$ cat config.mk
export PLATFORM = sky130hd
export DESIGN_NAME = mem_port_arbiter
export DESIGN_NICKNAME = d
export VERILOG_FILES = /design/src/rtl/mem_port_arbiter.sv
export SDC_FILE = /design/constraint.sdc
export NUM_CORES = 1
export LEC_CHECK = 0
export BUFFER_PORTS_ARGS = -buffer_cell sky130_fd_sc_hd__buf_4
export CAP_MARGIN = 20
export CORE_AREA = 2 2 208 210
export CTS_CLUSTER_DIAMETER = 50
export CTS_CLUSTER_SIZE = 14
export DETAILED_ROUTE_END_ITERATION = 8
export DIE_AREA = 0 0 210 212
export PLACE_DENSITY_LB_ADDON = 0.15
export SETUP_SLACK_MARGIN = 0.2
export SLEW_MARGIN = 20
export SYNTH_ARGS = -nofsm -noshare
export SYNTH_HDL_FRONTEND = slang
export SYNTH_SLANG_ARGS = --single-unit
$ cat constraint.sdc
create_clock -name clk_i -period 2.35 [get_ports clk_i]
set_input_delay 0.235 -clock clk_i [delete_from_list [all_inputs] [get_ports clk_i]]
set_output_delay 0.235 -clock clk_i [all_outputs]
set_load 0.02 [all_outputs]
$ cat src/rtl/mem_port_arbiter.sv
// Two-requester (fetch/LSU) arbiter onto one shared req/gnt/rvalid memory port,
// with an in-order ID FIFO that steers each response back to its owner.
// Macros: ARB_ROUND_ROBIN_EN selects round-robin on conflict (default: data beats instr);
//         ARB_SPURIOUS_RVALID_CHECK enables the simulation check for rvalid with nothing outstanding.
module mem_port_arbiter #(
   parameter int unsigned ADDR_WIDTH      = 64,
   parameter int unsigned DATA_WIDTH      = 64,
   parameter int unsigned MAX_OUTSTANDING = 4
) (
   input  logic                    clk_i,
   input  logic                    rst_ni,

   input  logic                    instr_req_i,
   input  logic [ADDR_WIDTH-1:0]   instr_addr_i,
   output logic                    instr_gnt_o,
   output logic                    instr_rvalid_o,
   output logic [DATA_WIDTH-1:0]   instr_rdata_o,

   input  logic                    data_req_i,
   input  logic [ADDR_WIDTH-1:0]   data_addr_i,
   input  logic                    data_we_i,
   input  logic [DATA_WIDTH/8-1:0] data_be_i,
   input  logic [DATA_WIDTH-1:0]   data_wdata_i,
   output logic                    data_gnt_o,
   output logic                    data_rvalid_o,
   output logic [DATA_WIDTH-1:0]   data_rdata_o,

   output logic                    mem_req_o,
   output logic [ADDR_WIDTH-1:0]   mem_addr_o,
   output logic                    mem_we_o,
   output logic [DATA_WIDTH/8-1:0] mem_be_o,
   output logic [DATA_WIDTH-1:0]   mem_wdata_o,
   input  logic                    mem_gnt_i,
   input  logic                    mem_rvalid_i,
   input  logic [DATA_WIDTH-1:0]   mem_rdata_i
);

   localparam int unsigned PTR_W = $clog2(MAX_OUTSTANDING);
   localparam int unsigned CNT_W = $clog2(MAX_OUTSTANDING + 1);
   localparam logic [CNT_W-1:0] CNT_MAX = CNT_W'(MAX_OUTSTANDING);

   logic                       win_valid;
   logic                       win_data;
   logic                       fifo_full;
   logic                       fifo_empty;
   logic                       handshake;
   logic                       pop;
   logic                       head_id;

   logic [MAX_OUTSTANDING-1:0] id_fifo_q;
   logic [PTR_W-1:0]           wr_ptr_q;
   logic [PTR_W-1:0]           rd_ptr_q;
   logic [CNT_W-1:0]           count_q;

   assign win_valid = instr_req_i | data_req_i;

`ifdef ARB_ROUND_ROBIN_EN
   // last_q holds the previous winner ID; reset to data so instr wins the first tie
   logic last_q;

   assign win_data = data_req_i & (~instr_req_i | ~last_q);

   always_ff @(posedge clk_i or negedge rst_ni) begin
      if (!rst_ni) begin
         last_q <= 1'b1;
      end else if (handshake) begin
         last_q <= win_data;
      end
   end
`else
   assign win_data = data_req_i;
`endif

   assign fifo_full  = (count_q == CNT_MAX);
   assign fifo_empty = (count_q == '0);

   // Full blocks the request for the whole cycle, even when a response frees a slot
   assign mem_req_o   = rst_ni & win_valid & ~fifo_full;
   assign handshake   = mem_req_o & mem_gnt_i;
   assign instr_gnt_o = handshake & ~win_data;
   assign data_gnt_o  = handshake & win_data;

   always_comb begin
      mem_addr_o  = instr_addr_i;
      mem_we_o    = 1'b0;
      mem_be_o    = '1;
      mem_wdata_o = '0;
      if (win_data) begin
         mem_addr_o  = data_addr_i;
         mem_we_o    = data_we_i;
         mem_be_o    = data_be_i;
         mem_wdata_o = data_wdata_i;
      end
   end

   // Responses with nothing outstanding are dropped rather than popping an empty FIFO
   assign pop            = rst_ni & mem_rvalid_i & ~fifo_empty;
   assign head_id        = id_fifo_q[rd_ptr_q];
   assign instr_rvalid_o = pop & ~head_id;
   assign data_rvalid_o  = pop & head_id;
   assign instr_rdata_o  = mem_rdata_i;
   assign data_rdata_o   = mem_rdata_i;

   always_ff @(posedge clk_i or negedge rst_ni) begin
      if (!rst_ni) begin
         id_fifo_q <= '0;
         wr_ptr_q  <= '0;
         rd_ptr_q  <= '0;
         count_q   <= '0;
      end else begin
         if (handshake) begin
            id_fifo_q[wr_ptr_q] <= win_data;
            wr_ptr_q            <= wr_ptr_q + 1'b1;
         end
         if (pop) begin
            rd_ptr_q <= rd_ptr_q + 1'b1;
         end
         case ({handshake, pop})
            2'b10:   count_q <= count_q + 1'b1;
            2'b01:   count_q <= count_q - 1'b1;
            default: count_q <= count_q;
         endcase
      end
   end

`ifdef ARB_SPURIOUS_RVALID_CHECK
   always_ff @(posedge clk_i) begin
      if (rst_ni) begin
         assert (!(mem_rvalid_i && fifo_empty))
            else $error("mem_port_arbiter: mem_rvalid_i with no outstanding access");
      end
   end
`endif

endmodule

# Word level (Yosys, flattened, before mapping)
# Cells that the tools add are included.
[classes]
div_mod_pow = 0
magnitude_cmp = 3
muxes = 10
bitwise_logic = 14
eq_ne = 3
mul = 0
addsub = 4
shifts = 0
n_reduce_logical = 3
[ops]
columns = ["cell", "n"]
rows = [
  ["$mux W64", 2],
  ["$and A1 B1 Y1", 9],
  ["$mux W8", 1],
  ["$lt A2 B3 Y1 const B", 2],
  ["$pmux W3 S2", 1],
  ["$add A2 B1 Y2 const B", 2],
  ["$bwmux W4", 1],
  ["$not A1 Y1", 4],
  ["$add A3 B1 Y3 const B", 1],
  ["$eq A3 B3 Y1 const B", 1],
  ["$logic_not A3 Y1", 1],
  ["$mux W1", 3],
  ["$sub A3 B1 Y3 const B", 1],
  ["$bmux W1 S2", 1],
  ["$demux W1 S2", 1],
  ["$eq A2 B1 Y1 const B", 1],
  ["$eq A2 B2 Y1 const B", 1],
  ["$ge A2 B1 Y1 const B", 1],
  ["$reduce_bool A2 Y1", 1],
  ["$logic_and A1 B1 Y1", 1],
  ["$or A1 B1 Y1", 1],
]
[word_totals]
n_memories = 0
ram_bits = 0
rom_bits = 0
latchBits = 0
in_bits = 271
ff_bits = 11

# Longest topological paths before layout
# Gate-level depths: netlist (run 1).
[logic_depth]
ltp_word = 6
ltp_mapped = 9
depth_no_buf = 8

# Least setup slack after synthesis (run 1)
# Ideal clock, no wire load.
[synth_path]
path_type = "register to register"
startpoint = "register count_q[0]"
endpoint = "register count_q[2]"
stages_incl_launch_ff = 10
arrival_ns = 1.935
path_slack_ns = 0.336
setup_time_ns = 0.079
synth_period_minus_slack_ns = 2.014
cell_sequence = "dfrtp_1 > or3b_1 > buf_6 > nand2_8 > ha_1 > inv_1 > fa_1 > xor2_1 > nor2_1 > xor2_1"
[synth_via]
elab_chain_cells = 6
word_cells_on_any_way = 13
classes_between = "2 x add/sub; 3 x eq/ne; 1 x mux; 5 x bitwise; 2 x reduce/logical"
[synth_lines]
columns = ["item", "line", "source"]
rows = [
  ["start, declared", "53", "logic [CNT_W-1:0] count_q;"],
  ["start signal, assigned", "119", "2'b10: count_q <= count_q + 1'b1;"],
  ["start signal, assigned", "120", "2'b01: count_q <= count_q - 1'b1;"],
  ["start signal, assigned", "121", "default: count_q <= count_q;"],
  ["$eq A3 B3 Y1", "74", "assign fifo_full = (count_q == CNT_MAX);"],
  ["$not A1 Y1", "78", "assign mem_req_o = rst_ni & win_valid & ~fifo_full;"],
  ["$and A1 B1 Y1", "78", ""],
  ["$and A1 B1 Y1", "79", "assign handshake = mem_req_o & mem_gnt_i;"],
  ["$eq A2 B1 Y1 or $eq A2 B2 Y1 (tied branches)", "118", "case ({handshake, pop})"],
  ["$pmux W3 S2 or $reduce_bool A2 Y1 (tied branches)", "n/a", ""],
]
# Several ways; a longest one is shown, not always the timed one.
# A chain may end at the register's enable or synchronous reset.

# Worst setup path after layout (run 1)
[layout_path]
startpoint = "register count_q[1]"
endpoint = "register count_q[2]"
# Same word-level chain as after synthesis.

==> run summary, run 1 <==
The global-route total usage across every layer came out at 6.00%. For this design, the sink count on the clock tree is 11. For this block, wires on met1 add up to 6200 µm. For the number of buffers between clock root and the deepest sink, the log shows 2. The critical path capture point type is a flip-flop. In the final routed layout, each cell accounts on average for 14.2 µm. The power density over the cells came out at 392 nW/µm². Counting flops and latches in the post-synthesis netlist gives 11. Timing would allow up to 491 MHz. The floorplan has 76 rows. At the end of routability-driven placement, the weighted congestion stood at 0.683. Number of instances in the synthesized netlist: 333.

Detailed placement finished with a half-perimeter wire length of 13,800 µm. Setup repair after global routing left no endpoint under its margin. The flow ran to the end, and the final reports show no timing, DRC or antenna violations.

The worst setup path startpoint is count_q[1]. Top metal layer carrying routed signals: met4. For the worst-skew pair, the clock arrives at the later sink with an insertion delay of 0.24 ns. The final instance count without filler cells came out at 1,093. The deepest level of the CTS H-tree was 1; the final net count was 824.

The most used flip-flop cell after synthesis is dfrtp_1. The tools report the critical path launch point type as a flip-flop. Yosys mapped the design onto 25 distinct sky130hd cell types. The count of buffers inserted at the top-level ports works out to 348. The critical path class is flip-flop to flip-flop. The worst path in the final design needs a cycle of 2.04 ns, including I/O delays and setup.

After detailed placement, the design holds a cell count of 1,085. The synthesized design contains 0 enable-type register cells. The routed layout has 2,905 vias.

Wire length of the first global-routing pass: 19,600 µm. Clock-pin slew was measured on the worst setup and hold paths at 0.04 ns. The sequential area share after synthesis was 9.49%; the area fraction of the dominant cell type after synthesis was 33.1%.

Of all nets on the critical path, the largest fanout is 4. Final number of setup-violating endpoints: 0. The tools report the combined area of all synthesized cells as 2900 µm².

TritonCTS created 3 clock buffers. The tools report the number of slew-limit violations in the final report as 0. Number of antenna violations at the first check in global routing: 1. The reg-to-reg setup timing slack was 0.31 ns; the layout cell share with drive strength beyond 1 was 79.7%.

Summing all non-filler instances in the final layout gives an area of 5300 µm². The routed design has 15,500 µm of wire. For this configuration, the core starts out at a cell density of 6.82%.

The post-route antenna net violation count came out at 0. The tools report the number of design rule violations left after detail routing as 0. The vertical die dimension was 212 µm. For the pin with the worst max-slew slack, the measured transition is 0.590 ns. Across the routed clock network, the largest skew measured is 0.00333 ns. For the count of yosys warnings during synthesis, the log shows 0. The run gives 2.54 nW as the leakage component of the power. The beginning of the worst hold path is mem_rvalid_i. Wire segments on met2 add up to 7670 µm in the final route. Synthesis produced a netlist with a net count of 610. For this run the aggregate overflow at the end of global routing stands at 0.

Headroom to the max-slew limit came out at 60.6%. The path class of the tightest hold or removal check is input port to flip-flop. Once placement finished, the instance area stood at 5190 µm². The tools report the utilization after layout as 12.5%. For the number of failing hold endpoints at the final stage, the log shows 0. The largest voltage drop on the vdd net is 0.370 mV, and the critical path arrival is 2.20 ns. For the worst setup path, the data required time is 2.51 ns. After detailed routing, the number of vias per cell comes to 2.66. In this run, the number of DRC markers left after iteration 0 of detailed routing was 94. The worst register-to-register path begins at count_q[1]. Worst hold slack after final layout: 0.336 ns. The dominant cell type by area after synthesis was buf_4.

The max-cap check violation count is 0, and the I/O pin count is 541. Summed over all failing endpoints, the final setup total negative slack is 0 ns. For the full die area, the log shows 44,500 µm².

The total met3 wirelength after detailed routing is 1290 µm, and the width of the die is 210 µm. For this run, asynchronously set or reset flops after synthesis account for 100%. The area added between synthesis and finish is 82.7%. For the area of the core region, the log shows 42,500 µm². Clock tree synthesis selected as its root buffer the cell clkbuf_16. TritonCTS built the clock tree.

The largest net degree at the start of global routing came out at 95. The worst path uses 86.7% of the clock period. The first detailed-routing pass ran for 4 iterations. The average instance area after synthesis was 8.71 µm²; the number of global-route vias before repair was 2,772. By area the synthesized netlist is led by buf_4 (33%), mux2_2 (25%), and2_1 (14%), dfrtp_1 (9.5%), mux2_4 (2.6%).
==> kinds of logic after synthesis <==
| logic type | Yosys count | share of synthesized area (%) |
|---|---|---|
| fa+ha+maj | 6 | 2.85 |
| xor+xnor | 6 | 1.81 |
| mux | 71 | 28.6 |
| simple gates | 85 | 19.1 |
| flops | 11 | 9.49 |
| buf+inv | 151 | 36.7 |
| compound gates | 3 | 1.51 |
==> placed cells by master (no fill, tap or decap) <==
master,synthesis,final
mux2_4,5,5
mux2_2,64,64
or3b_4,0,1
mux2i_1,1,1
o211a_1,1,1
mux4_2,1,1
ha_2,0,1
diode_2,0,1
nand2_8,1,1
ha_1,5,4
clkbuf_16,0,3
inv_1,6,6
nor2_1,3,3
buf_12,0,1
xor2_1,2,2
nand3_2,4,4
and3_1,1,1
buf_4,128,352
dlygate4sd3_1,0,1
clkbuf_1,8,1
o311ai_2,1,1
o211a_4,1,1
dfrtp_1,11,11
xnor2_1,4,4
and2_1,66,66
fa_1,1,1
nand2b_1,8,8
nand2_1,1,1
==> synthesized netlist by cell type, types with 2 or more instances <==
cell type    n
inv_1        6
nor2_1       3
dfrtp_1     11
ha_1         5
xnor2_1      4
buf_4      128
buf_2        8
clkbuf_1     8
nand2b_1     8
nand3_2      4
mux2_4       5
mux2_2      64
and2_1      66
xor2_1       2
==> worst max-delay path, cell delays in order, from the launching register on <==
cell	delay (ns)
dfrtp_1	0.40
or3b_4	0.44
nand2_8	0.09
ha_2	0.19
inv_1	0.05
fa_1	0.37
xor2_1	0.15
nor2_1	0.11
xor2_1	0.15
==> worst paths after layout <==
kind	end	depth (start not counted)
worst max-delay path	count_q[2]	8
worst min-delay path	rd_ptr_q[0]	3
worst max register to register	count_q[2]	8
worst min register to register	rd_ptr_q[1]	1
max in group asynchronous	id_fifo_q[1]	2
min in group asynchronous	count_q[0]	2
==> power breakdown <==
part	switching, mW	total (mW)	internal, mW
sequential	0.0922	0.382	0.289
clock	0.0860	0.314	0.228
combinational	0.616	1.38	0.768
total	0.795	2.08	1.29
==> routing by layer <==
metal / vias up / global-route usage (%)
met5: - / 0
met4: 0 / 1.76
met3: 26 / 1.82
met2: 212 / 10.0
met1: 1301 / 7.43
li1: 1366 / -
==> area by class of cell <==
| class | count | area [µm²] |
|---|---|---|
| Antenna cell | 1 | 2.50 |
| Clock buffer | 4 | 78.8 |
| Fill cell | 4916 | 37200 |
| Inverter | 6 | 22.5 |
| Multi-Input combinational cell | 171 | 1570 |
| Sequential cell | 11 | 275 |
| Tap cell | 546 | 683 |
| Timing Repair Buffer | 354 | 2670 |
==> flip-flops by register name, indices dropped and copies added, names as in the netlist <==
name / count
id_fifo_q: 4
count_q: 3
wr_ptr_q: 2
rd_ptr_q: 2
==> repair_timing <==
| action | 4_1_cts | 5_1_grt |
|---|---|---|
| gates resized for setup | 0 | 2 |
| endpoints found under the setup margin | 0 | 1 |
| setup buffers | 0 | 2 |
| hold endpoints to repair | 11 | 0 |
| hold buffers | 1 | 0 |
==> through the flow <==
step	total power, mW	worst slack (ns)
floorplan	1.40	0.336
global placement	1.78	0.222
detailed placement	1.75	0.238
CTS	2.08	0.223
global route	2.23	0.212
finish	2.08	0.313
No activity file was read; power rests on OpenSTA's default activity.
==> run 2: changes to the inputs <==
Settings changed: GPL_TIMING_DRIVEN from default to 0.
==> run 2 against run 1 <==
Compared with the run above:
- sequential power shrank 4%
- clock-buffer cell count is the same
- global-route usage grew 1.3 points
- critical path depth grew 1
- power grew 24%
- cell count grew 25%
- critical endpoint unchanged
- largest cell class unchanged
==> run summary, run 2 (synthesis gave the netlist of run 1 again) <==
The critical path launch point type was a flip-flop. The area used by multi-input combinational logic came out at 1570 µm² (+0.48%). The area of the core region is 42,500 µm² (unchanged), and the post-route antenna net violation count is 0 (unchanged). The run finished with clean final reports.

The leakage component of the power is 3.79 nW (+50%), and the number of buffers between clock root and the deepest sink is 2 (unchanged). The clock-pin slew reported for the worst setup and hold paths after clock tree synthesis is 0.04 ns (about the same), and the post-route cell area is 7280 µm² (+37%). For the switching power of the nets, the log shows 1.01 mW (+27%).

The number of global-route vias before repair was 3,382 (+22%); the relative slew slack was 65.3% (+4.7 points). TritonCTS built the clock tree. For the final weighted congestion of routability-driven global placement, the log shows 0.752 (+10%). The global-route total usage across every layer is 7.29% (+1.3 points).

For the critical path arrival, the log shows 2.17 ns (-0.03 ns). The run gives 0.00163 ns (-0.00170 ns) as the clock skew after layout. Detailed placer's ending HPWL: 17,700 µm (+29%). The I/O pin count is 541 (unchanged), and the detailed-routing iteration count for the pre-antenna-repair pass is 4 (unchanged).

The max-cap check violation count was 0 (unchanged); the layout cell share with drive strength beyond 1 was 85.3% (+5.6 points). The setup total negative slack was 0 ns (unchanged); the CTS sink count was 11 (unchanged). The share of total power in the clock network was 12.0% (-3.1 points).

The worst setup path is captured at a flip-flop. Power density over the cells: 353 nW/µm² (-10%). The run gives 3 (unchanged) as the number of clock buffers inserted by TritonCTS. The cell internal power dissipation was 1.56 mW (+22%). The run gives 14.2% (-4.2 points) as the sequential cell fraction of total power. The signal on the critical path passes through or3b_1 -> buf_6 -> nand2_8 -> ha_4 -> inv_1 -> fa_1 -> xor2_1 -> nor2_1 -> xor2_1. The family of cells with the greatest summed delay on the critical path was simple AND/OR/NAND/NOR gates.

Setup repair after global routing left no endpoint under its margin. The sum of buffers and inverters on the critical path was 2 (+1). Leaving out fill and tap cells, the most frequent cell in the layout is buf_4. The slowest cell on the critical path is dfrtp_1.

The run gives 76 (unchanged) as the site row count. The width of the die is 210 µm (unchanged), and the vertical die dimension is 212 µm (unchanged). The tools report the filler cell count in the final layout as 4,834 (-1.7%).

In this design, the critical path's most frequently occurring cell is xor2_1. The run gives 0 (unchanged) as the total congestion overflow after global routing. The wire length of the first global-routing pass was 23,900 µm (+22%). The type of the worst min-delay path is input port to flip-flop.

The source-to-sink clock delay at the later pin of the worst-skew pair is 0.23 ns (about the same), and the first-iteration detailed-routing DRC count is 76 (-19%). The shortest period the worst path allows was 2.02 ns (-0.0191 ns); the largest net degree at the start of global routing was 12 (-87%). The register name with the most flops was id_fifo_q.

The largest voltage drop on the vdd net came out at 0.297 mV (-20%). Via density per instance: 2.78 (+4.5%). The layer flagged by global routing as most heavily used is met2. The area growth from synthesis to layout is 151%. The number of slew-limit violations in the final report was 0 (unchanged); the number of antenna violations at the first check in global routing was 0 (-1). The setup path with the least slack is of type flip-flop to flip-flop. For the logic gate share of total power, the log shows 73.8% (+7.3 points).

The tools report the number of failing hold endpoints at the final stage as 0 (unchanged). Routed length per instance: 14.1 µm (-0.92%). The transition time at the pin with the least slew margin works out to 0.519 ns (-0.0709 ns).

The longest individual stage delay on the worst path was 0.38 ns (-0.06 ns); the maximum fanout along the worst path was 4 (unchanged). The logs give 0 (unchanged) for the number of design rule violations left after detail routing and 14.0% (+4.0 points) for the met2 track utilization from global routing. The final number of setup-violating endpoints came out at 0 (unchanged). The data required time at the worst endpoint was 2.51 ns (about the same). The tools report the final routed wirelength across all metal layers as 19,200 µm (+24%).

Switching portion of total power: 39.1% (+0.91 points). The run gives 44,500 µm² (unchanged) as the full die area. The count of buffers inserted at the top-level ports was 475 (+36%); the number of vias in the routed layout was 3,784 (+30%). The final net count is 1,094 (+33%), and the fraction of the cycle the final worst path needs is 85.8% (-0.81 points). The cell area after placement is 7150 µm² (+38%). The logs give 496 MHz (+0.95%) for the maximum operating frequency and 9.01% (+1.6 points) for the met1 routing resource usage after global routing. The root buffer cell chosen for the clock tree is clkbuf_16. The register cell area after layout was 275 µm² (unchanged); the deepest level of the CTS H-tree was 1 (unchanged). The number of flip-flops under the largest register name was 4 (unchanged). The met3 routing resource usage after global routing was 0.960% (-0.86 points). For the starting utilization of the core area, the log shows 6.82% (unchanged). In the final layout, the registers with the most flip-flops are id_fifo_q (4), count_q (3). In the layout the commonest cells are buf_4 (606), and2_1 (66), mux2_2 (64), dfrtp_1 (11), clkbuf_1 (9).
-- run 2: stage by stage --
step                cells  total power, mW  hold WS [ns]  util [%]  setup WS (ns)
floorplan             333             1.40       -0.0606         -          0.336
global placement     1354             2.26         0.105      16.8          0.168
detailed placement   1354             2.25         0.106      16.8          0.190
CTS                  1361             2.60         0.333      17.1          0.200
global route         1362             2.73         0.338      17.1          0.211
finish               1363             2.57         0.331      17.1          0.333
-- run 2: path summary, 6_finish.rpt --
| path | start | to | slack (ns) | cells after the start |
|---|---|---|---|---|
| max | count_q[2] | count_q[2] | 0.33 | 9 |
| min | mem_rvalid_i | rd_ptr_q[0] | 0.33 | 3 |
| max reg2reg | count_q[2] | count_q[2] | 0.33 | 9 |
| min reg2reg | rd_ptr_q[1] | rd_ptr_q[1] | 0.48 | 1 |
| max in group asynchronous | rst_ni | id_fifo_q[0] | 1.44 | 2 |
| min in group asynchronous | rst_ni | wr_ptr_q[0] | 0.56 | 2 |
-- run 2: worst register-to-register path, cell delays in order, from the launching register on --
cell,delay [ns]
dfrtp_1,0.38
or3b_1,0.37
buf_6,0.14
nand2_8,0.08
ha_4,0.14
inv_1,0.04
fa_1,0.36
xor2_1,0.15
nor2_1,0.12
xor2_1,0.16
-- run 2: per-layer routing --
| metal | vias to the layer above | wire (µm) |
|---|---|---|
| met2 | 192 | 10600 |
| met1 | 1680 | 7460 |
| li1 | 1910 | - |
| met4 | 0 | 15 |
| met5 | - | 0 |
| met3 | 2 | 1100 |
-- run 2: what timing repair did --
action / CTS / global route
hold buffers: 1 / 0
pin swaps: 2 / 2
endpoints found under the hold margin: 11 / 0
setup endpoints to repair: 1 / 1
buffers inserted: 2 / 1
gates resized for setup: 1 / 1
-- run 2: layout make-up --
class / count / share of cell area (%)
inverter: 6 / 0.310
buffer: 145 / 14.3
sequential: 11 / 3.78
multi-input combinational: 171 / 21.6
clock buffer: 4 / 1.08
antenna: 1 / 0.0344
timing repair buffer: 479 / 49.5
tap: 546 / 9.39
-- run 2: power groups by stage --
stage | Combinational, mW | Clock (mW) | Sequential (mW)
detailed placement | 1.87 | 0 | 0.384
finish | 1.90 | 0.309 | 0.365
CTS | 1.91 | 0.319 | 0.371
floorplan | 1.04 | 0 | 0.357
global placement | 1.88 | 0 | 0.384
global route | 2.02 | 0.327 | 0.381
==> run 3: changes to the inputs <==
Settings changed: PLACE_DENSITY from default to 0.3, PLACE_DENSITY_LB_ADDON 0.15 to default.
==> run 3 against run 2 <==
Compared with the run above:
- setup slack lost 0.0036 ns
- sequential share of layout area is essentially flat
- first-iteration DRC count up 32%
- final area rose by 0.24%
- cell count unchanged
- fmax shrank 0.18%
- register-to-register slack hardly changed
- via count about the same
==> run summary, run 3 (synthesis gave the netlist of run 1 again) <==
The critical path capture point type is a flip-flop. The cell area after placement was 7150 µm² (unchanged). The width of the die is 210 µm (unchanged), and the final routed wirelength across all metal layers is 19,700 µm (+2.6%). Relative to the synthesized area, the layout overhead comes to 151%.

For the number of buffers between clock root and the deepest sink, the log shows 2 (unchanged). I/O pin count: 541 (unchanged). The tools report the CTS sink count as 11 (unchanged). The layout cell share with drive strength beyond 1 came out at 85.4% (+0.14 points). The fraction of the cycle the final worst path needs is 86.0% (+0.15 points), and the number of design rule violations left after detail routing is 0 (unchanged).

The site row count was 76 (unchanged); the transition time at the pin with the least slew margin was 0.566 ns (+0.0467 ns). The tools report the global-route total usage across every layer as 7.67% (+0.37 points). The logs give 0.00214 ns (+0.000506 ns) for the clock skew after layout and 0 (unchanged) for the final number of setup-violating endpoints. The antenna diode count is 0 (-1).

The count of cells along the worst register-to-register path was 9 (unchanged); the final weighted congestion of routability-driven global placement was 0.710 (-5.6%). The via density per instance is 2.78 (about the same). The count of buffers inserted at the top-level ports works out to 475 (unchanged). The routed length per instance was 14.4 µm (+2.6%); the clock-pin slew reported for the worst setup and hold paths after clock tree synthesis was 0.04 ns (about the same). The post-route antenna net violation count was 0 (unchanged); the starting utilization of the core area was 6.82% (unchanged). By startpoint and endpoint, the worst setup path is classified as flip-flop to flip-flop. The run finished with clean final reports. The path class of the tightest hold or removal check is input port to flip-flop.

The most common cell after layout, fill and taps aside was buf_4. The detailed placer's ending HPWL came out at 17,900 µm (+0.81%). For the number of clock buffers inserted by TritonCTS, the log shows 3 (unchanged). The shortest period the worst path allows is 2.02 ns (+0.00364 ns), and the leakage component of the power is 3.80 nW (+0.17%). The logs give 2.18 ns (about the same) for the critical path arrival and 3,783 (-0.026%) for the number of vias in the routed layout. The wire length of the first global-routing pass came out at 25,300 µm (+5.8%). The run gives 0 ns (unchanged) as the setup total negative slack. The vertical die dimension came out at 212 µm (unchanged). The largest net degree at the start of global routing is 12 (unchanged), and the final net count is 1,095 (+0.091%). The maximum fanout along the worst path was 4 (unchanged). The first-iteration detailed-routing DRC count is 100 (+32%). TritonCTS built the clock tree. In this run the worst setup path begins at count_q[0]. Busiest layer in global routing: met2. The number of global-route vias before repair is 3,634 (+7.5%). The filler cell count in the final layout is 4,848 (+0.29%). The top cell types in the final layout, fill and taps aside, are buf_4 (607), and2_1 (66), mux2_2 (64), dfrtp_1 (11), clkbuf_1 (9). For the detailed-routing iteration count for the pre-antenna-repair pass, the log shows 4 (unchanged). The number of slew-limit violations in the final report is 0 (unchanged), and the post-route cell area is 7290 µm² (+0.24%). In the final layout, the registers with the most flip-flops are id_fifo_q (4), count_q (3).

Endpoint of the lowest-slack register-to-register path: count_q[2]. The worst register-to-register path begins at count_q[0]. The tools report the max-cap check violation count as 0 (unchanged). The met1 routing resource usage after global routing was 9.74% (+0.74 points); the number of flip-flops under the largest register name was 4 (unchanged).

Power density over the cells: 357 nW/µm² (+1.0%). In this run the clock root is driven by a clkbuf_16. Source-to-sink clock delay at the later pin of the worst-skew pair: 0.24 ns (about the same).

The data required time at the worst endpoint came out at 2.51 ns (about the same). For the number of antenna violations at the first check in global routing, the log shows 0 (unchanged). Setup repair after global routing left no endpoint under its margin.

For the largest voltage drop on the vdd net, the log shows 0.342 mV (+15%). The logs give 62.2% (-3.1 points) for the relative slew slack and 0 (unchanged) for the number of failing hold endpoints at the final stage. Met2 track utilization from global routing: 14.4% (+0.37 points). The met3 routing resource usage after global routing was 0.931% (-0.030 points); the deepest level of the CTS H-tree was 1 (unchanged).

The total congestion overflow after global routing was 0 (unchanged); the area of the core region was 42,500 µm² (unchanged). The run gives 495 MHz (-0.18%) as the maximum operating frequency. The critical path launch point type was a flip-flop. More flip-flops sit in one register than any other, and that register is id_fifo_q. The full die area came out at 44,500 µm² (unchanged). The tools report the endpoint of the most critical setup path as count_q[2]. The reg-to-reg setup timing slack was 0.33 ns (about the same).
==> run 3: cell count changes in the layout (fill, tap and decap cells not counted), sizes merged <==
| cell | previous run | this run |
|---|---|---|
| diode | 1 | 0 |
| buf | 615 | 616 |
==> run 3: how the worst min path moves through the flow <==
| stage | start | end | slack, ns | cells after the start |
|---|---|---|---|---|
| after CTS | mem_rvalid_i | rd_ptr_q[0] | 0.33 | 3 |
| final | mem_rvalid_i | rd_ptr_q[0] | 0.29 | 3 |
| after floorplan | rst_ni | count_q[0] | -0.06 | 0 |
| after global routing | mem_rvalid_i | rd_ptr_q[0] | 0.31 | 3 |
| after global placement | rst_ni | wr_ptr_q[1] | 0.11 | 1 |
| after detailed placement | rst_ni | wr_ptr_q[1] | 0.11 | 1 |
==> run 3: through the flow <==
step	hold WS, ns	instances	worst slack, ns	power [mW]	utilization [%]
final	0.295	1363	0.329	2.60	17.2
after global routing	0.308	1363	0.201	2.79	17.2
after CTS	0.332	1361	0.234	2.61	17.1
after detailed placement	0.107	1354	0.181	2.25	16.8
after global placement	0.107	1354	0.172	2.25	16.8
after floorplan	-0.0606	333	0.336	1.40	-
==> run 3: worst max-delay path, stage by stage (launching register included) <==
cell     delay [ns]
dfrtp_1        0.37
or3b_1         0.39
buf_6          0.15
nand2_8        0.08
ha_4           0.14
inv_1          0.05
fa_2           0.33
xor2_1         0.14
nor2_1         0.12
xor2_1         0.16
==> run 3: area by class of cell <==
cell class | count | area, µm² | share of cell area (%)
timing repair buffer | 480 | 3610 | 49.4
multi-input combinational | 171 | 1590 | 21.7
buffer | 145 | 1040 | 14.3
tap | 546 | 683 | 9.37
sequential | 11 | 275 | 3.77
clock buffer | 4 | 78.8 | 1.08
inverter | 6 | 22.5 | 0.309
==> run 3: timing repair <==
| item | in CTS | in global routing |
|---|---|---|
| hold buffers | 1 | 0 |
| setup buffers | 2 | 2 |
| endpoints found under the hold margin | 11 | 0 |
| endpoints found under the setup margin | 1 | 1 |
| resized for setup | 2 | 2 |
| pin swaps | 2 | 3 |
| cloned | 0 | 0 |
==> run 3: routing by layer <==
metal | vias to the layer above | share of wire [%]
met4 | 0 | 0.13
met3 | 2 | 5.7
met2 | 193 | 54
li1 | 1910 | -
met5 | - | 0
met1 | 1678 | 40
==> run 3: where the power goes <==
part | internal, mW | leakage [nW] | switching [mW] | total [mW]
clock network | 0.228 | 0.0382 | 0.0840 | 0.312
registers | 0.290 | 0.130 | 0.0790 | 0.369
logic | 1.06 | 3.63 | 0.859 | 1.92
total | 1.58 | 3.80 | 1.02 | 2.60
